**src/rtl/imem_boot_loader_if.sv**
```systemverilog
// Stream-in / memory-write bus between the byte source, the boot loader and
// the instruction memory write port.
//
// Handshake: a byte moves from source to loader exactly on a rising clk edge
// where rx_valid && rx_ready are both high. The source keeps rx_data stable
// while rx_valid is high and not yet accepted. rx_ready depends only on the
// loader state, never on rx_valid. mem_we is a one-cycle, unacknowledged
// write strobe qualified by mem_waddr/mem_wdata.
interface imem_boot_loader_if #(
    parameter int ADDR_W = 6
);
    logic [7:0]        rx_data;
    logic              rx_valid;
    logic              rx_ready;
    logic              mem_we;
    logic [ADDR_W-1:0] mem_waddr;
    logic [31:0]       mem_wdata;

    // Source / memory side.
    modport master (
        output rx_data, rx_valid,
        input  rx_ready, mem_we, mem_waddr, mem_wdata
    );

    // Loader side.
    modport slave (
        input  rx_data, rx_valid,
        output rx_ready, mem_we, mem_waddr, mem_wdata
    );
endinterface

```
**src/rtl/imem_boot_loader.sv**
```systemverilog
// Boot loader: receives a framed program image (length byte, little-endian
// 32-bit words, XOR checksum of the word bytes) and writes each word into the
// instruction memory. The core stays in reset until a frame completes with a
// matching checksum.
module imem_boot_loader #(
    parameter int ADDR_W      = 6,
    parameter int MAX_WORDS   = 64,
    parameter int TIMEOUT_CYC = 1024
) (
    input  logic                clk,
    input  logic                rst,
    input  logic                start,
    imem_boot_loader_if.slave   bus,
    output logic                cpu_rst,
    output logic                busy,
    output logic                done,
    output logic [1:0]          err_code,
    output logic [2:0]          state_dbg
);
    localparam int TMO_W = (TIMEOUT_CYC > 1) ? $clog2(TIMEOUT_CYC) : 1;
    localparam logic [TMO_W-1:0] TMO_LAST = TMO_W'(TIMEOUT_CYC - 1);
    localparam logic [7:0]       MAX_LEN  = 8'(MAX_WORDS);

    typedef enum logic [2:0] {
        S_IDLE  = 3'd0,
        S_LEN   = 3'd1,
        S_DATA  = 3'd2,
        S_WRITE = 3'd3,
        S_CSUM  = 3'd4,
        S_DONE  = 3'd5,
        S_ERROR = 3'd6
    } state_t;

    state_t            state_q, state_d;
    logic [7:0]        len_q;
    logic [1:0]        byte_q;
    logic [ADDR_W-1:0] word_q;
    logic [7:0]        csum_q;
    logic [23:0]       shift_q;     // low three bytes of the word being assembled
    logic [TMO_W-1:0]  tmo_q;
    logic [1:0]        err_q;
    logic [ADDR_W-1:0] waddr_q;
    logic [31:0]       wdata_q;

    logic xfer, tmo_hit, len_bad, last_word, csum_ok;

    assign xfer      = bus.rx_valid && bus.rx_ready;
    assign tmo_hit   = (tmo_q == TMO_LAST) && !xfer;
    assign len_bad   = (bus.rx_data == 8'd0) || (bus.rx_data > MAX_LEN);
    assign last_word = (8'(word_q) == (len_q - 8'd1));
    assign csum_ok   = (bus.rx_data == csum_q);

    assign bus.rx_ready  = (state_q == S_LEN) || (state_q == S_DATA) || (state_q == S_CSUM);
    assign bus.mem_we    = (state_q == S_WRITE);
    assign bus.mem_waddr = waddr_q;
    assign bus.mem_wdata = wdata_q;
    assign cpu_rst       = (state_q != S_DONE);
    assign done          = (state_q == S_DONE);
    assign busy          = bus.rx_ready || (state_q == S_WRITE);
    assign err_code      = (state_q == S_ERROR) ? err_q : 2'b00;
    assign state_dbg     = state_q;

    // State register.
    always_ff @(posedge clk) begin
        if (rst) state_q <= S_IDLE;
        else     state_q <= state_d;
    end

    // Next-state decode for the frame protocol.
    always_comb begin
        state_d = state_q;
        case (state_q)
            S_IDLE:  if (start) state_d = S_LEN;
            S_LEN: begin
                if (xfer)         state_d = len_bad ? S_ERROR : S_DATA;
                else if (tmo_hit) state_d = S_ERROR;
            end
            S_DATA: begin
                if (xfer && (byte_q == 2'd3)) state_d = S_WRITE;
                else if (tmo_hit)             state_d = S_ERROR;
            end
            S_WRITE: state_d = last_word ? S_CSUM : S_DATA;
            S_CSUM: begin
                if (xfer)         state_d = csum_ok ? S_DONE : S_ERROR;
                else if (tmo_hit) state_d = S_ERROR;
            end
            S_DONE, S_ERROR: if (start) state_d = S_LEN;
            default: state_d = S_IDLE;
        endcase
    end

    // Counters, checksum, word assembly, timeout and write-port registers.
    always_ff @(posedge clk) begin
        if (rst) begin
            len_q   <= '0;
            byte_q  <= '0;
            word_q  <= '0;
            csum_q  <= '0;
            shift_q <= '0;
            tmo_q   <= '0;
            err_q   <= '0;
            waddr_q <= '0;
            wdata_q <= '0;
        end else begin
            case (state_q)
                S_IDLE, S_DONE, S_ERROR: begin
                    if (start) begin
                        byte_q <= '0;
                        word_q <= '0;
                        csum_q <= '0;
                        tmo_q  <= '0;
                        err_q  <= 2'b00;
                    end
                end
                S_LEN: begin
                    if (xfer) begin
                        len_q  <= bus.rx_data;
                        tmo_q  <= '0;
                        byte_q <= '0;
                        word_q <= '0;
                        if (len_bad) err_q <= 2'b01;
                    end else if (tmo_hit) begin
                        err_q <= 2'b11;
                    end else begin
                        tmo_q <= tmo_q + 1'b1;
                    end
                end
                S_DATA: begin
                    if (xfer) begin
                        csum_q <= csum_q ^ bus.rx_data;
                        tmo_q  <= '0;
                        byte_q <= byte_q + 2'd1;
                        case (byte_q)
                            2'd0: shift_q[7:0]   <= bus.rx_data;
                            2'd1: shift_q[15:8]  <= bus.rx_data;
                            2'd2: shift_q[23:16] <= bus.rx_data;
                            default: begin
                                waddr_q <= word_q;
                                wdata_q <= {bus.rx_data, shift_q};
                            end
                        endcase
                    end else if (tmo_hit) begin
                        err_q <= 2'b11;
                    end else begin
                        tmo_q <= tmo_q + 1'b1;
                    end
                end
                S_WRITE: begin
                    word_q <= word_q + 1'b1;
                end
                S_CSUM: begin
                    if (xfer) begin
                        tmo_q <= '0;
                        if (!csum_ok) err_q <= 2'b10;
                    end else if (tmo_hit) begin
                        err_q <= 2'b11;
                    end else begin
                        tmo_q <= tmo_q + 1'b1;
                    end
                end
                default: ;
            endcase
        end
    end
endmodule

```
**src/flat_wrapper.sv**
```systemverilog
// flat-port wrapper written by rule: the top's interface ports become plain ports
module imem_boot_loader_flat 
#(
    parameter int ADDR_W      = 6,
    parameter int MAX_WORDS   = 64,
    parameter int TIMEOUT_CYC = 1024
)
  (clk, rst, start, cpu_rst, busy, done, err_code, state_dbg, bus_rx_data, bus_rx_valid, bus_rx_ready, bus_mem_we, bus_mem_waddr, bus_mem_wdata);
  imem_boot_loader_if #(.ADDR_W(ADDR_W)) bus_i ();
  input  logic clk;
  input  logic rst;
  input  logic start;
  output logic cpu_rst;
  output logic busy;
  output logic done;
  output logic [1:0] err_code;
  output logic [2:0] state_dbg;
  input wire logic [$bits(bus_i.rx_data)-1:0] bus_rx_data;
  input wire logic [$bits(bus_i.rx_valid)-1:0] bus_rx_valid;
  output wire logic [$bits(bus_i.rx_ready)-1:0] bus_rx_ready;
  output wire logic [$bits(bus_i.mem_we)-1:0] bus_mem_we;
  output wire logic [$bits(bus_i.mem_waddr)-1:0] bus_mem_waddr;
  output wire logic [$bits(bus_i.mem_wdata)-1:0] bus_mem_wdata;
  assign bus_i.rx_data = bus_rx_data;
  assign bus_i.rx_valid = bus_rx_valid;
  assign bus_rx_ready = bus_i.rx_ready;
  assign bus_mem_we = bus_i.mem_we;
  assign bus_mem_waddr = bus_i.mem_waddr;
  assign bus_mem_wdata = bus_i.mem_wdata;
  imem_boot_loader #(.ADDR_W(ADDR_W), .MAX_WORDS(MAX_WORDS), .TIMEOUT_CYC(TIMEOUT_CYC)) u_core (.clk(clk), .rst(rst), .start(start), .bus(bus_i), .cpu_rst(cpu_rst), .busy(busy), .done(done), .err_code(err_code), .state_dbg(state_dbg));
endmodule
```
**config.mk**
```make
export PLATFORM = sky130hd
export DESIGN_NAME = imem_boot_loader_flat
export DESIGN_NICKNAME = d
export VERILOG_FILES = /design/src/rtl/imem_boot_loader_if.sv /design/src/rtl/imem_boot_loader.sv /design/src/flat_wrapper.sv
export SDC_FILE = /design/constraint.sdc
export NUM_CORES = 1
export LEC_CHECK = 0
export ABC_CLOCK_PERIOD_IN_PS = 4430
export CAP_MARGIN = 20
export CELL_PAD_IN_SITES_DETAIL_PLACEMENT = 0
export CELL_PAD_IN_SITES_GLOBAL_PLACEMENT = 1
export CORE_AREA = 2 2 119 121
export CTS_CLUSTER_SIZE = 24
export DETAILED_ROUTE_END_ITERATION = 6
export DIE_AREA = 0 0 121 123
export PLACE_DENSITY = 0.73
export SLEW_MARGIN = 0
export SYNTH_ARGS = -nofsm -noshare
export SYNTH_HDL_FRONTEND = slang
export SYNTH_SLANG_ARGS = --single-unit
```
**constraint.sdc**
```tcl
create_clock -name clk -period 4.43 [get_ports clk]
set_input_delay 0.443 -clock clk [delete_from_list [all_inputs] [get_ports clk]]
set_output_delay 0.443 -clock clk [all_outputs]
set_load 0.03 [all_outputs]
```
### Yosys cells after proc, flatten, opt, wreduce, memory -nomap -nowiden

Index checks and enable logic that the tools add are counted.

| operators by class | value |
|---|---|
| $add $sub $neg | 4 |
| magnitude comparators | 1 |
| equal/unequal tests | 20 |
| mux-type cells | 31 |
| bitwise logic cells | 2 |
| reductions and logical operators | 29 |

Operators by type and width:

| kind | number |
|---|---|
| 10-bit two-way mux | 3 |
| 2-bit two-way mux | 11 |
| 3-bit two-way mux | 7 |
| 3-bit AND reduction | 7 |
| 10-bit case mux with 2 select lines | 1 |
| 6-bit case mux with 3 select lines | 1 |
| 8-bit two-way mux | 2 |
| 8-bit case mux with 2 select lines | 1 |
| 3-bit case mux with 5 select lines | 1 |
| 6-bit two-way mux | 2 |
| 10-bit by 1-bit adder with 10-bit output (second input constant) | 1 |
| 10-bit equality test (second input constant) | 1 |
| 3-bit equality test (second input constant) | 3 |
| 3-bit != test (second input constant) | 3 |
| 3-bit OR reduction | 3 |
| 6-bit by 8-bit equality test with 1-bit output | 1 |
| 8-bit equality test | 1 |
| 8-bit by 7-bit > comparator with 1-bit output (second input constant) | 1 |
| 8-bit zero test | 1 |
| 2-bit case mux with 4 select lines | 1 |
| 8-bit by 1-bit subtractor with 8-bit output (second input constant) | 1 |
| 8-bit XOR | 1 |
| 6-bit by 1-bit adder with 6-bit output (second input constant) | 1 |
| 3-bit by 2-bit equality test with 1-bit output (second input constant) | 2 |
| other kinds (20) | 30 |

| storage, ports and cells | value |
|---|---|
| bits in registers | 101 |
| input bits | 12 |
| output and inout bits | 48 |
| logic and storage cells | 99 |

### Depth between registers and ports, before layout

Gate-level depths: netlist of the first run.

| depth | value |
|---|---|
| word-level depth | 9 |
| gate-level depth with buffers | 9 |
| depth with buffers taken out | 8 |

### Worst setup path before layout of the first run

OpenSTA, ideal clock, no wires.

| timing | value |
|---|---|
| kind | register to register |
| start point | register u_core.state_q[2], in the netlist u_core.state_dbg[2] |
| end point | register u_core.tmo_q[7] |
| library setup time | 0.070 ns |
| arrival | 2.058 ns |
| required time | 4.360 ns |
| setup slack | 2.302 ns |
| stages on the path, launching flop included | 8 |
| buffers on the path | 1 |
| period minus slack after synthesis | 2.128 ns |
| path through | dfxtp_1 > buf_6 > xnor2_1 > o22ai_2 > nand2b_1 > or3_1 > or3_1 > a21oi_1 |

| between the ends | value |
|---|---|
| cells in the longest elaborated chain, start to end | 8 |
| elaborated cells between the ends (all ways) | 19 |
| those cells by class | 7 x eq/ne; 2 x mux; 10 x reduce/logical |

RTL lines:

| item | line | source |
|---|---|---|
| start, declared | imem_boot_loader.sv:34 | `state_t state_q, state_d;` |
| start signal, assigned | imem_boot_loader.sv:66 | `else state_q <= state_d;` |
| 3-bit by 1-bit equality test with 1-bit output or 3-bit by 2-bit equality test with 1-bit output (tied branches) | imem_boot_loader.sv:53 | `assign bus.rx_ready = (state_q == S_LEN) \|\| (state_q == S_DATA) \|\| (state_q == S_CSUM);` |
| 1-bit logical OR | imem_boot_loader.sv:53 |  |
| 1-bit logical OR (*) | imem_boot_loader.sv:53 |  |
| net bus_rx_ready | flat_wrapper.sv:20 | `output wire logic [$bits(bus_i.rx_ready)-1:0] bus_rx_ready;` |
| 1-bit logical AND (*) | imem_boot_loader.sv:47 | `assign xfer = bus.rx_valid && bus.rx_ready;` |
| 1-bit zero test | imem_boot_loader.sv:48 | `assign tmo_hit = (tmo_q == TMO_LAST) && !xfer;` |
| 1-bit logical AND | imem_boot_loader.sv:48 |  |
| 3-bit by 2-bit != test with 1-bit output (no line) | n/a |  |
| 3-bit AND reduction (no line) | n/a |  |
| end signal, assigned | imem_boot_loader.sv:125 | `tmo_q <= tmo_q + 1'b1;` |
| end signal, assigned | imem_boot_loader.sv:145 | `tmo_q <= tmo_q + 1'b1;` |
| end signal, assigned | imem_boot_loader.sv:158 | `tmo_q <= tmo_q + 1'b1;` |
| end, declared | imem_boot_loader.sv:40 | `logic [TMO_W-1:0] tmo_q;` |

The timed path passes the listed nets; every way through them passes the cells marked *.
A chain may end at the register's enable or synchronous reset.

### Worst setup path after layout of the first run

| timing | value |
|---|---|
| start point | register u_core.state_q[2], in the netlist u_core.state_dbg[2] |
| end point | output bus_rx_ready |

| between the ends | value |
|---|---|
| cells in the longest elaborated chain, start to end | 3 |
| elaborated cells between the ends (all ways) | 5 |
| those cells by class | 3 x eq/ne; 2 x reduce/logical |

RTL lines:

| item | line |
|---|---|
| 3-bit by 1-bit equality test with 1-bit output or 3-bit by 2-bit equality test with 1-bit output (tied branches) | imem_boot_loader.sv:53 |
| 1-bit logical OR | imem_boot_loader.sv:53 |
| 1-bit logical OR (*) | imem_boot_loader.sv:53 |
| end, declared | flat_wrapper.sv:20 |

Mark *: on every way between the ends. The rest lies on a longest branch, timed or not.

==> flow_summary.json, run 1 <==
{
  "grt_util_met1_pct": 21.53,
  "path_cells": "xnor2_1 > o22ai_2 > clkdlybuf4s50_1",
  "diodes": 0,
  "max_freq_ghz": 0.3404,
  "status": "finished clean",
  "antenna_found_initial": 0,
  "io-pin-count": 60,
  "end_kind": "output pin",
  "ys_seq_area_share_pct": 43.22,
  "rows": 43,
  "cap_violations": 0,
  "dpl_worst_slack_ns": 1.747,
  "grt_max_degree": 82,
  "postCtsSetupRepairBufs": 0,
  "use_met3_pct": 5.166,
  "peakVddDrop_v": 0.0003704,
  "cts-root-buf": "clkbuf_16",
  "final.period_utilization_pct": 66.32,
  "synth_top_area_cell": "dfxtp_1",
  "critical_path_class": "flop to output pin",
  "dp_hpwl_um": 7935,
  "total_power_w": 0.002491,
  "final_util_pct": 41.35,
  "critPathSlowestCell": "dfxtp_1",
  "fin_nets": 657,
  "timing.final.crit_period_ns": 2.938,
  "start_util_pct": 34.37,
  "synth_edf_count": 0,
  "fill_cells": 1379,
  "path_clk_slew_ns": 0.07,
  "vias": 4156,
  "ys_seq_elements": 101,
  "route.detailed.drc": 0,
  "tns_ns": 0,
  "gp_congestion": 0.7746,
  "setup_ws_ns": 1.492,
  "port_buffers": 59,
  "slowest_delay_ns": 0.95,
  "rsz0062_at_grt": "false",
  "syn_nets": 626,
  "leakage_nw": 1.847,
  "cts_made_buffers": 9,
  "drt_iter0_drc": 346,
  "worstPathRequired_ns": 3.99,
  "synth.top_cell.area_share_pct": 43.22,
  "grt.overflow.total": 0,
  "grt-busiest-layer": "met2",
  "synth_area_leaders": "dfxtp_1, nand2_1, a21oi_1, nand3_1, nor2_1",
  "start_kind": "flop",
  "grt_pass1_vias": 3968,
  "syn_area_per_cell_um2": 7.707,
  "drv_slew": 0,
  "die_area_mm2": 0.01488,
  "use_met2_pct": 27.42,
  "synth_commonest_cells": "nand2_1, dfxtp_1, a21oi_1, nor2_1, nand3_1",
  "routedWlPerCell_um": 14.22,
  "postRouteAntennaNets": 0,
  "die_h_um": 123,
  "vias_per_cell": 5.050,
  "area_growth_syn_to_layout_pct": 20.30,
  "synthArstFlopShare_pct": 0,
  "cts_max_path_buffers": 2,
  "postSynthCellCount": 607,
  "fin_skew_ns": 0.005860,
  "synthFlopType": "dfxtp_1",
  "synthMostInstantiatedCell": "nand2_1",
  "tightestPinTransition_ns": 0.9588,
  "cts_tree": "yes",
  "hold_class": "primary input to flop",
  "clock_sinks": 101,
  "firstDrtPassIters": 4,
  "cp.arrival_ns": 2.49,
  "core_area_mm2": 0.01361,
  "hold_viol_final": 0,
  "ctsResizeCount": 0,
  "maxSlewHeadroom_pct": 35.58,
  "yosysUniqueCellTypes": 52,
  "wl_um": 11700,
  "power_density_mw_per_mm2": 442.7,
  "cp_max_fo": 27,
  "syn_area_mm2": 0.004678,
  "cts_hold_buf": 0,
  "htree_num_levels": 3,
  "grt_first_pass_wirelength_um": 19630,
  "finalSetupViolCount": 0,
  "drive_gt1_share_pct": 4.044,
  "clk_latency_ns": 0.34,
  "die-width_um": 121,
  "grt_use_total_pct": 16.80,
  "ys_warn_count": 0
}
through the flow:
step                instances  hold WS, ns  instance area [um2]
finish                    823       0.4354                 5628
global route              823       0.4636                 5628
CTS                       823       0.4243                 5628
detailed placement        807       0.4469                 5336
global placement          807       0.4437                 5336
floorplan                 607       0.4321                 4678
worst max-delay path, delay by kind of cell, from the launching register on:
kind	cells	cell delay [ns]
buffers and inverters	1	0.72
flip-flops	1	0.95
AO/OA/AOI/OAI	1	0.25
XOR/XNOR	1	0.23
report_power, final:
group / internal, W / switching, W / leakage [nW] / total (W)
logic: 0.000264 / 0.000404 / 0.888 / 0.000668
registers: 0.000957 / 0.000100 / 0.815 / 0.00106
clock network: 0.000444 / 0.000323 / 0.143 / 0.000766
routing by layer:
metal  vias to the layer above  routed length [um]
li1                       2118                   -
met1                      1957                5446
met2                        72                5653
met3                         9                 463
met4                         0                 140
met5                         -                   0
flip-flops by register name, indices dropped and copies added (netlist names):
signal	cells
u_core.bus.mem_wdata	32
u_core.shift_q	24
u_core.tmo_q	10
u_core.csum_q	8
u_core.len_q	8
u_core.bus.mem_waddr	6
u_core.word_q	6
u_core.state_dbg	3
u_core.byte_q	2
u_core.err_q	2
logic make-up after synthesis:
| group | after synthesis | share of synthesized area (%) |
|---|---|---|
| compound gates | 132 | 15.91 |
| xor+xnor | 26 | 4.868 |
| fa+ha+maj | 8 | 2.086 |
| buf+inv | 52 | 4.627 |
| flops | 101 | 43.22 |
| mux | 6 | 1.284 |
| simple gates | 282 | 28.00 |
layout make-up:
class / instances / area, um2 / area share [%]
repair buffers: 63 / 615.6 / 10.94
inverters: 9 / 33.78 / 0.6003
multi-input cells: 454 / 2440 / 43.35
clock buffers: 16 / 291.5 / 5.180
well taps: 180 / 225.2 / 4.002
flip-flops and latches: 101 / 2022 / 35.93
layout by cell type (no fill, tap or decap), drive strengths merged, types with 7 or more instances in the layout:
master         Yosys  layout
nand2            142     142
dfxtp            101     101
a21oi             90      90
clkdlybuf4s50      0      58
nor2              41      41
nand3             32      32
o21ai             22      22
xnor2             17      17
clkbuf            29      16
nor3              14      14
nand3b            10      10
inv                9       9
xor2               9       9
nand2b             8       8
ha                 7       7
final timing paths:
check,start,depth (start not counted),endpoint,slack (ns)
worst max-delay path,u_core.state_dbg[2],3,bus_rx_ready,1.49
worst min-delay path,rst,2,u_core.word_q[0],0.44
worst max register to register,u_core.state_dbg[2],6,u_core.tmo_q[3],1.97
worst min register to register,u_core.bus.mem_waddr[2],2,u_core.bus.mem_waddr[2],0.45
(Power assumes the default switching activity.)
==> inputs of run 2 (changes only) <==
Settings changed: ABC_CLOCK_PERIOD_IN_PS 4430 to 2600, PLACE_DENSITY 0.73 to 0.76.
Clock period 4.43 ns to 2.6 ns, I/O delays scaled along.
==> flow_summary.json, run 2 (synthesis gave the netlist of run 1 again) <==
{
  "place_area_mm2": 0.005482,
  "cp.arrival_ns": 2.21,
  "cts-root-buf": "clkbuf_16",
  "final.period_utilization_pct": 95.14,
  "final_cell_area_mm2": 0.005792,
  "peakVddDrop_v": 0.0002597,
  "fin_skew_ns": 0.009840,
  "grt_use_total_pct": 17.33,
  "r2r_end": "u_core.shift_q[7]",
  "fin_nets": 673,
  "hold_path_end": "u_core.word_q[0]",
  "die_h_um": 123,
  "vias": 4301,
  "min_from": "rst",
  "cts_max_path_buffers": 2,
  "io-pin-count": 60,
  "grt.overflow.total": 0,
  "cap_violations": 0,
  "hold_class": "primary input to flop",
  "path_clk_slew_ns": 0.06,
  "wl_um": 12620,
  "postCtsSetupRepairBufs": 0,
  "grt_pass1_vias": 4170,
  "power_density_mw_per_mm2": 764.1,
  "vias_per_cell": 5.126,
  "die-width_um": 121,
  "drt_iter0_drc": 257,
  "area_growth_syn_to_layout_pct": 23.80,
  "cts_made_buffers": 9,
  "route.detailed.drc": 0,
  "dp_hpwl_um": 8750,
  "worst-r2r-cell-count": 7,
  "status": "finished clean",
  "start_util_pct": 34.37,
  "start_kind": "flop",
  "firstDrtPassIters": 5,
  "tns_ns": 0,
  "cts_hold_buf": 0,
  "cp_max_fo": 15,
  "antenna_found_initial": 0,
  "worstPathRequired_ns": 2.34,
  "critical_path_class": "flop to output pin",
  "port_buffers": 59,
  "diodes": 0,
  "layout_common_cells": "nand2_1, dfxtp_1, a21oi_1",
  "htree_num_levels": 3,
  "leakage_nw": 1.935,
  "r2r_start": "u_core.state_dbg[1]",
  "grt_max_degree": 69,
  "tightestPinTransition_ns": 0.5610,
  "routedWlPerCell_um": 15.04,
  "timing.final.crit_period_ns": 2.474,
  "ctsResizeCount": 0,
  "whs_ns": 0.3933,
  "final_common_cell": "nand2_1",
  "drive_gt1_share_pct": 6.677,
  "finalSetupViolCount": 0,
  "largest_reg_flops": 32,
  "end_kind": "output pin",
  "final_util_pct": 42.55,
  "clk_latency_ns": 0.35,
  "postRouteAntennaNets": 0,
  "rows": 43,
  "instances_no_fill": 839,
  "max_freq_ghz": 0.4043,
  "hold_depth": 2,
  "gp_congestion": 0.8287,
  "dp.cells": 823,
  "drv_slew": 0,
  "die_area_mm2": 0.01488,
  "clock_sinks": 101,
  "grt_first_pass_wirelength_um": 20570,
  "rsz0062_at_grt": "false",
  "maxSlewHeadroom_pct": 62.60,
  "r2r_setup_slack_ns": 0.44,
  "core_area_mm2": 0.01361,
  "cts_tree": "yes",
  "hold_viol_final": 0
}
[run 2: final cells by class]
| type | instances | area, um2 |
|---|---|---|
| multi-input cells | 454 | 2440 |
| well taps | 180 | 225.2 |
| clock inverters | 4 | 53.80 |
| fillers | 1377 | 7820 |
| inverters | 9 | 33.78 |
| clock buffers | 12 | 256.5 |
| repair buffers | 79 | 760.7 |
| flip-flops and latches | 101 | 2022 |
[run 2: worst max-delay path: stages, from the launching register on]
cell             delay (ns)
dfxtp_1                0.64
buf_4                  0.31
and3_1                 0.23
clkdlybuf4s50_1        0.69
[run 2: layer usage]
layer	routed length, um	vias up	global-route usage (%)
met5	0	-	0
met4	144	0	5.015
met3	454	14	3.090
met2	6166	84	29.99
met1	5856	2049	22.11
li1	-	2154	-
[run 2: worst max path at each step]
| stage | to | slack, ns | depth (start not counted) | from |
|---|---|---|---|---|
| 2_1_floorplan | u_core.tmo_q[7] | 0.47 | 7 | u_core.state_dbg[2] |
| 3_3_place_gp | u_core.err_q[0] | 0.34 | 6 | bus_rx_data[4] |
| 3_5_place_dp | u_core.err_q[0] | 0.31 | 6 | bus_rx_data[4] |
| 4_1_cts | bus_mem_we | 0.15 | 5 | u_core.state_dbg[2] |
| 5_1_grt | bus_mem_we | 0.04 | 5 | u_core.state_dbg[2] |
| 6_report | err_code[0] | 0.13 | 3 | u_core.state_dbg[2] |
[run 2: stage by stage]
stage	total power, W	setup slack, ns
after floorplan	0.002670	0.4720
after global placement	0.003056	0.3390
after detailed placement	0.003077	0.3114
after CTS	0.004469	0.1532
after global routing	0.004674	0.03660
final	0.004426	0.1264
[run 2: report_power, final]
group / switching [W] / internal (W) / total (W)
clock: 0.000581 / 0.000803 / 0.00138
combinational: 0.000801 / 0.000504 / 0.00130
sequential: 0.000108 / 0.00163 / 0.00174
total: 0.00149 / 0.00294 / 0.00443
